[config.mk]
export PLATFORM = sky130hd
export DESIGN_NAME = pattern_serializer
export DESIGN_NICKNAME = d
export VERILOG_FILES = /design/src/rtl/ser_pkg.sv /design/src/rtl/ser_hold_buf.sv /design/src/rtl/pattern_serializer.sv
export SDC_FILE = /design/constraint.sdc
export NUM_CORES = 1
export LEC_CHECK = 0
export CAP_MARGIN = 5
export CORE_AREA = 2 2 62 109
export DETAILED_ROUTE_END_ITERATION = 12
export DIE_AREA = 0 0 64 111
export GPL_ROUTABILITY_DRIVEN = 0
export HOLD_SLACK_MARGIN = 0.12
export PLACE_DENSITY_LB_ADDON = 0.2
export SLEW_MARGIN = 20
export SYNTH_ARGS = -nofsm -noshare
export SYNTH_HDL_FRONTEND = slang
export SYNTH_SLANG_ARGS = --single-unit
[constraint.sdc]
create_clock -name clk -period 4.8 [get_ports clk]
set_input_delay 1.2 -clock clk [delete_from_list [all_inputs] [get_ports clk]]
set_output_delay 1.2 -clock clk [all_outputs]
set_load 0.05 [all_outputs]
[src/rtl/ser_pkg.sv]
// rtl/ser_pkg.sv - shared types for the pattern serializer
package ser_pkg;

  typedef enum logic {IDLE, SHIFT} ser_state_t;

endpackage

[src/rtl/ser_hold_buf.sv]
// rtl/ser_hold_buf.sv - one-entry hold register that parks a word while the current frame drains
module ser_hold_buf #(
  parameter int WIDTH = 8
) (
  input  logic             clk,
  input  logic             rst_n,
  input  logic             load,
  input  logic [WIDTH-1:0] load_word,
  input  logic             take,
  output logic [WIDTH-1:0] word,
  output logic             full
);

  always_ff @(posedge clk or negedge rst_n) begin
    if (!rst_n) begin
      word <= '0;
      full <= 1'b0;
    end else begin
      if (load) begin
        word <= load_word;
      end
      full <= load | (full & ~take);
    end
  end

endmodule

[src/rtl/pattern_serializer.sv]
// rtl/pattern_serializer.sv - parallel-to-serial feeder for the run-pattern detector
module pattern_serializer
  import ser_pkg::*;
#(
  parameter int WIDTH     = 8,
  parameter bit LSB_FIRST = 1'b1,
  parameter bit IDLE_BIT  = 1'b0,
  parameter int CNT_W     = 16
) (
  input  logic             clk,
  input  logic             rst_n,
  input  logic [WIDTH-1:0] load_data,
  input  logic             load_valid,
  output logic             load_ready,
  input  logic             shift_en,
  output logic             ser_out,
  output logic             ser_valid,
  output logic             frame_done,
  output logic [CNT_W-1:0] frame_cnt
);

  localparam int BW = $clog2(WIDTH);
  localparam logic [BW-1:0] LAST_BIT = BW'(WIDTH - 1);

  ser_state_t       state, state_n;
  logic [WIDTH-1:0] shreg, shreg_n, hold_word;
  logic [BW-1:0]    bit_cnt, bit_cnt_n;
  logic             hold_full, accept, last_bit, direct_load, hold_load, hold_take;

  assign load_ready  = !hold_full;
  assign accept      = load_valid && load_ready;
  assign last_bit    = (state == SHIFT) && shift_en && (bit_cnt == LAST_BIT);
  // A word goes straight to the shifter only when nothing is queued ahead of it
  assign direct_load = accept && ((state == IDLE) || (last_bit && !hold_full));
  assign hold_load   = accept && !direct_load;
  assign hold_take   = hold_full && ((state == IDLE) || last_bit);

  ser_hold_buf #(.WIDTH(WIDTH)) u_hold (
    .clk      (clk),
    .rst_n    (rst_n),
    .load     (hold_load),
    .load_word(load_data),
    .take     (hold_take),
    .word     (hold_word),
    .full     (hold_full)
  );

  always_comb begin
    state_n   = state;
    shreg_n   = shreg;
    bit_cnt_n = bit_cnt;
    if (state == IDLE) begin
      if (hold_take) begin
        state_n   = SHIFT;
        shreg_n   = hold_word;
        bit_cnt_n = '0;
      end else if (direct_load) begin
        state_n   = SHIFT;
        shreg_n   = load_data;
        bit_cnt_n = '0;
      end
    end else if (shift_en) begin
      if (last_bit) begin
        bit_cnt_n = '0;
        if (hold_full) begin
          shreg_n = hold_word;
        end else if (direct_load) begin
          shreg_n = load_data;
        end else begin
          state_n = IDLE;
        end
      end else begin
        shreg_n   = LSB_FIRST ? (shreg >> 1) : (shreg << 1);
        bit_cnt_n = bit_cnt + BW'(1);
      end
    end
  end

  always_ff @(posedge clk or negedge rst_n) begin
    if (!rst_n) begin
      state      <= IDLE;
      shreg      <= '0;
      bit_cnt    <= '0;
      frame_done <= 1'b0;
      frame_cnt  <= '0;
    end else begin
      state      <= state_n;
      shreg      <= shreg_n;
      bit_cnt    <= bit_cnt_n;
      frame_done <= last_bit;
      if (last_bit) begin
        frame_cnt <= frame_cnt + CNT_W'(1);
      end
    end
  end

  assign ser_valid = (state == SHIFT);
  assign ser_out   = (state == SHIFT) ? (LSB_FIRST ? shreg[0] : shreg[WIDTH-1]) : IDLE_BIT;

endmodule

* Yosys cells after proc, flatten, opt, wreduce, memory -nomap -nowiden
Index checks and enable logic that the tools add are counted.
** Word-level totals
- Bits in registers :: 38
- Input port bits :: 12
- Output and inout port bits :: 20
** Operators by class
- Add/subtract/negate cells :: 2
- Equal/unequal tests :: 2
- Mux-type cells :: 18
- Bitwise logic cells :: 4
- Reductions and logical operators :: 13
** Operator list (count)
- 2-to-1 mux 8 bit :: 6
- adder 16 x 1 -> 16 bit (second input constant) :: 1
- 2-to-1 mux 3 bit :: 5
- logical AND 1 bit :: 7
- 2-to-1 mux 1 bit :: 7
- adder 3 x 1 -> 3 bit (second input constant) :: 1
- equality test 3 bit (second input constant) :: 1
- nonzero test 3 bit :: 1
- zero test 1 bit :: 2
- logical OR 1 bit :: 2
- inequality test 2 bit (second input constant) :: 1
- NOT 1 bit :: 2
- AND reduction 2 bit :: 1
- bitwise AND 1 bit :: 1
- OR 1 bit :: 1

* Longest topological paths before layout
- Depth after elaboration :: 10
- Mapped depth :: 7
- Gate-level depth less buffers :: 6

* Modules after synthesis
From an unflattened synthesis, not the netlist that was laid out.
** Second synthesis, totals
- Cells, all modules :: 164
- Area total of the unflattened synthesis :: 1839.3 um^2
** By module, submodules not included
- pattern_serializer :: times used 1, cells each 144, area each 1470.2 um^2, sequential area each 725.7 um^2
- ser_hold_buf :: times used 1, cells each 20, area each 369.1 um^2, sequential area each 225.2 um^2

* Worst setup path after synthesis
No wires, ideal clock.
- Path kind :: register -> output
- From :: register state (netlist: ser_valid)
- To :: output ser_out
- Arrival time :: 1.570 ns
- Slack :: 2.030 ns
- Cell stages (with the launch flop) :: 4
- Cells stage by stage :: dfrtp_1 > buf_4 > clkbuf_1 > and2_1
** On the way
- Cells in the longest elaborated chain, start to end :: 1
** RTL lines
- start: declaration :: RTL line pattern_serializer.sv:25 : ser_state_t state, state_n;
- start signal: assignment :: RTL line pattern_serializer.sv:87 : state <= state_n;
- 2-to-1 mux 1 bit :: RTL line pattern_serializer.sv:98 : assign ser_out = (state == SHIFT) ? (LSB_FIRST ? shreg[0] : shreg[WIDTH-1]) : IDLE_BIT;
- end: declaration :: RTL line pattern_serializer.sv:16 : output logic ser_out,
No other way between the ends.

* Worst setup path after layout
Ends and elaborated chain as after synthesis.

==> flow_summary_export.csv <==
group,metric,value,unit
finish,ff_latch_area,951,µm²
run,drv_cap,0,
clock_network,post_cts_resized,0,
finish,fin_nets,212,
floorplanning,placementRows,39,
drt,post-route-drc-count,0,
drt,wirelength,3940,µm
drt,drt_iter0_drc,33,
clock_network,clock_latency,0.28,ns
timing,min_period,3.21,ns
finish,fill_cells,626,
outcome,run_status,"complete, no violations",
timing,max_freq,312,MHz
synthesis,syn_nets,180,
timing,final_max_slew_viol_count,0,
finish,final_util,37.3,%
floorplanning,die_h,111,µm
power,peakVddDrop,0.248,mV
synthesis,avgSynthCellArea,11.1,µm²
drt,wire_per_inst,14.1,µm
place,port_buffers,31,
worst_setup_path,critPathLaunchType,"flop",
clock_network,cts_tree,"done",
grt,grt_pass1_vias,1414,
finish,n_antenna_cell,0,
worst_setup_path,max_stage_delay,0.80,ns
clock_network,cts_buffers,5,
timing,setup_viol,0,
grt,gr-total-overflow,0,
timing,rsz0062_at_grt,"false",
worst_setup_path,end_kind,"output pin",
timing,tns,0,ns
timing,fin_skew,0.00412,ns
drt,vias,1328,
floorplanning,chipWidth,64,µm
clock_network,postCtsSetupBuffers,0,
drt,drt_first_pass_iters,4,
clock_network,clk_pin_slew_worst_paths,0.06,ns
min_path,hold_class,"flop to flop",
grt,antenna_found_initial,0,
floorplanning,fp.coreArea,6290,µm²
finish,syn2layout_area_growth,28.7,%
worst_setup_path,worst-setup-path-type,"flop to output pin",
worst_setup_path,slowest_stage,"clkdlybuf4s50_1",
clock_network,cts_buffer_depth,2,
drt,drtAntennaViolNets,0,
synthesis,ys_types,32,
grt,grt_max_degree,39,
grt,grt_pass1_wl,6840,µm
floorplanning,die-area,7100,µm²
timing,relSlewSlack,42.2,%
worst_setup_path,path_cells,"and2_1 > clkdlybuf4s50_1",
clock_network,cts-root-buf,"clkbuf_16",
synthesis,syn-instance-count,165,
clock_network,htreeDepth,2,
drt,avgViaCountPerCell,4.74,
place,dpl.hpwl,2730,µm
clock_network,cts_sinks,38,
worst_setup_path,worstPathArrival,2.01,ns
synthesis,ys_seq_area_share,52.1,%
power,leakage,0.00102,µW
grt,grt_usage,12.6,%
timing,hold_viol,0,
floorplanning,initial_utilization,29.0,%
timing,min_period_over_period,66.8,%
floorplanning,pin_count,32,
worst_setup_path,crit_required,3.60,ns
worst_setup_path,crit_fanout,18,
finish,multi_input_area,815,µm²
synthesis,synth_warnings,0,
synthesis,synth_area,1830,µm²
clock_network,cts.hold.buffers_added,0,
finish,drive_gt1_share,12.6,%
synthesis,synth-seq-cells,38,
power,power_density,466,nW/µm²
timing,worst_pin_slew,0.867,ns
==> per-stage QoR <==
stage,cell area (µm²),std cells,hold WS (ns),total power [µW],setup WS [ns]
floorplan,1830,165,0.451,676,2.03
global placement,2200,272,0.468,774,1.68
detailed placement,2200,272,0.481,778,1.67
CTS,2350,280,0.491,1110,1.56
global route,2350,280,0.516,1170,1.47
finish,2350,280,0.487,1090,1.59
==> worst paths after layout <==
kind | slack (ns) | start | cells after the start | endpoint
min in group asynchronous | 1.03 | rst_n | 1 | frame_cnt[0]$_DFFE_PN0N_
worst max register to register | 2.95 | ser_valid$_DFF_PN0_ | 4 | frame_cnt[15]$_DFFE_PN0N_
worst min-delay path | 0.49 | frame_cnt[13]$_DFFE_PN0N_ | 1 | frame_cnt[13]$_DFFE_PN0N_
worst min register to register | 0.49 | frame_cnt[13]$_DFFE_PN0N_ | 1 | frame_cnt[13]$_DFFE_PN0N_
worst max-delay path | 1.59 | ser_valid$_DFF_PN0_ | 2 | ser_out
max in group asynchronous | 3.22 | rst_n | 1 | bit_cnt[0]$_DFFE_PN0P_
==> cell usage in the layout (no fill, tap or decap), drive strengths merged <==
cell type       n
mux2i           9
and4            2
clkdlybuf4s50  30
dfrtp          38
nor2            9
a31o            1
ha              3
clkinv          2
nor3            1
nand4           4
a22oi           7
nand2b          3
nand3           9
mux2            8
clkbuf          7
a31oi           1
nand2          18
xor2            3
o21ai          10
xnor2          12
and2            2
inv             5
buf             2
a211oi          1
o22ai           9
and3            2
==> where the power goes <==
part	total, µW	switching [µW]	leakage [µW]	internal, µW
Combinational	300	165	0.000472	135
Sequential	467	63.1	0.000473	404
Clock	327	122	0.0000739	206
Total	1090	349	0.00102	745
==> flip-flops by register name, summed over array words and instances, names as in the netlist <==
name / count
u_hold.word: 8
ser_valid: 1
bit_cnt: 3
u_hold.full: 1
frame_done: 1
shreg: 8
frame_cnt: 16
==> worst max-delay path, delay by kind of cell (launching register included) <==
family	cells	cell delay (ns)
buffers and inverters	1	0.80
flip-flops	1	0.71
AND/OR/NAND/NOR	1	0.22
==> logic make-up (layout without fill, tap and decap cells) <==
group / count (synthesis) / in the layout / synth area share [%]
DFF: 38 / 38 / 52.1
muxes: 17 / 17 / 9.86
and+or+nand+nor: 50 / 50 / 15.1
xor gates and xnor gates: 15 / 15 / 7.60
adders and majority gates: 3 / 3 / 2.06
buffers and inverters: 13 / 46 / 3.36
AOI/OAI and AO/OA: 29 / 29 / 9.93
==> routing by layer <==
layer  routed length, µm  GRT usage (%)  vias to the layer above
met3                 159           2.74                        4
met5                   0              0                        -
met1                1650           14.4                      639
li1                    -              -                      652
met4                  80           6.09                        0
met2                2050           21.5                       33
==> synth_stat cells (all sizes together) <==
master / count / share of area, %
xnor2: 12 / 6.2
nand4: 4 / 2.5
a31o: 1 / 0.48
nor2: 9 / 1.8
ha: 3 / 2.1
mux2i: 9 / 4.9
nand2: 18 / 3.7
nand2b: 3 / 1.0
dfrtp: 38 / 52
o21ai: 10 / 2.7
xor2: 3 / 1.4
inv: 5 / 1.0
a211oi: 1 / 0.41
clkinv: 1 / 0.21
o22ai: 9 / 3.1
and3: 2 / 0.68
and4: 2 / 1.1
nand3: 9 / 3.3
mux2: 8 / 4.9
a22oi: 7 / 2.9
clkbuf: 4 / 0.82
and2: 2 / 0.68
buf: 3 / 1.3
a31oi: 1 / 0.34
nor3: 1 / 0.27
==> area by class of cell <==
type                       count  area share, %
clock inverter                 1          0.213
inverter                       6          0.958
clock buffer                   7           6.07
tap                           82           4.36
sequential                    38           40.4
timing repair buffer          32           13.3
multi-input combinational    114           34.6
Power figures use the tool's default switching activity.
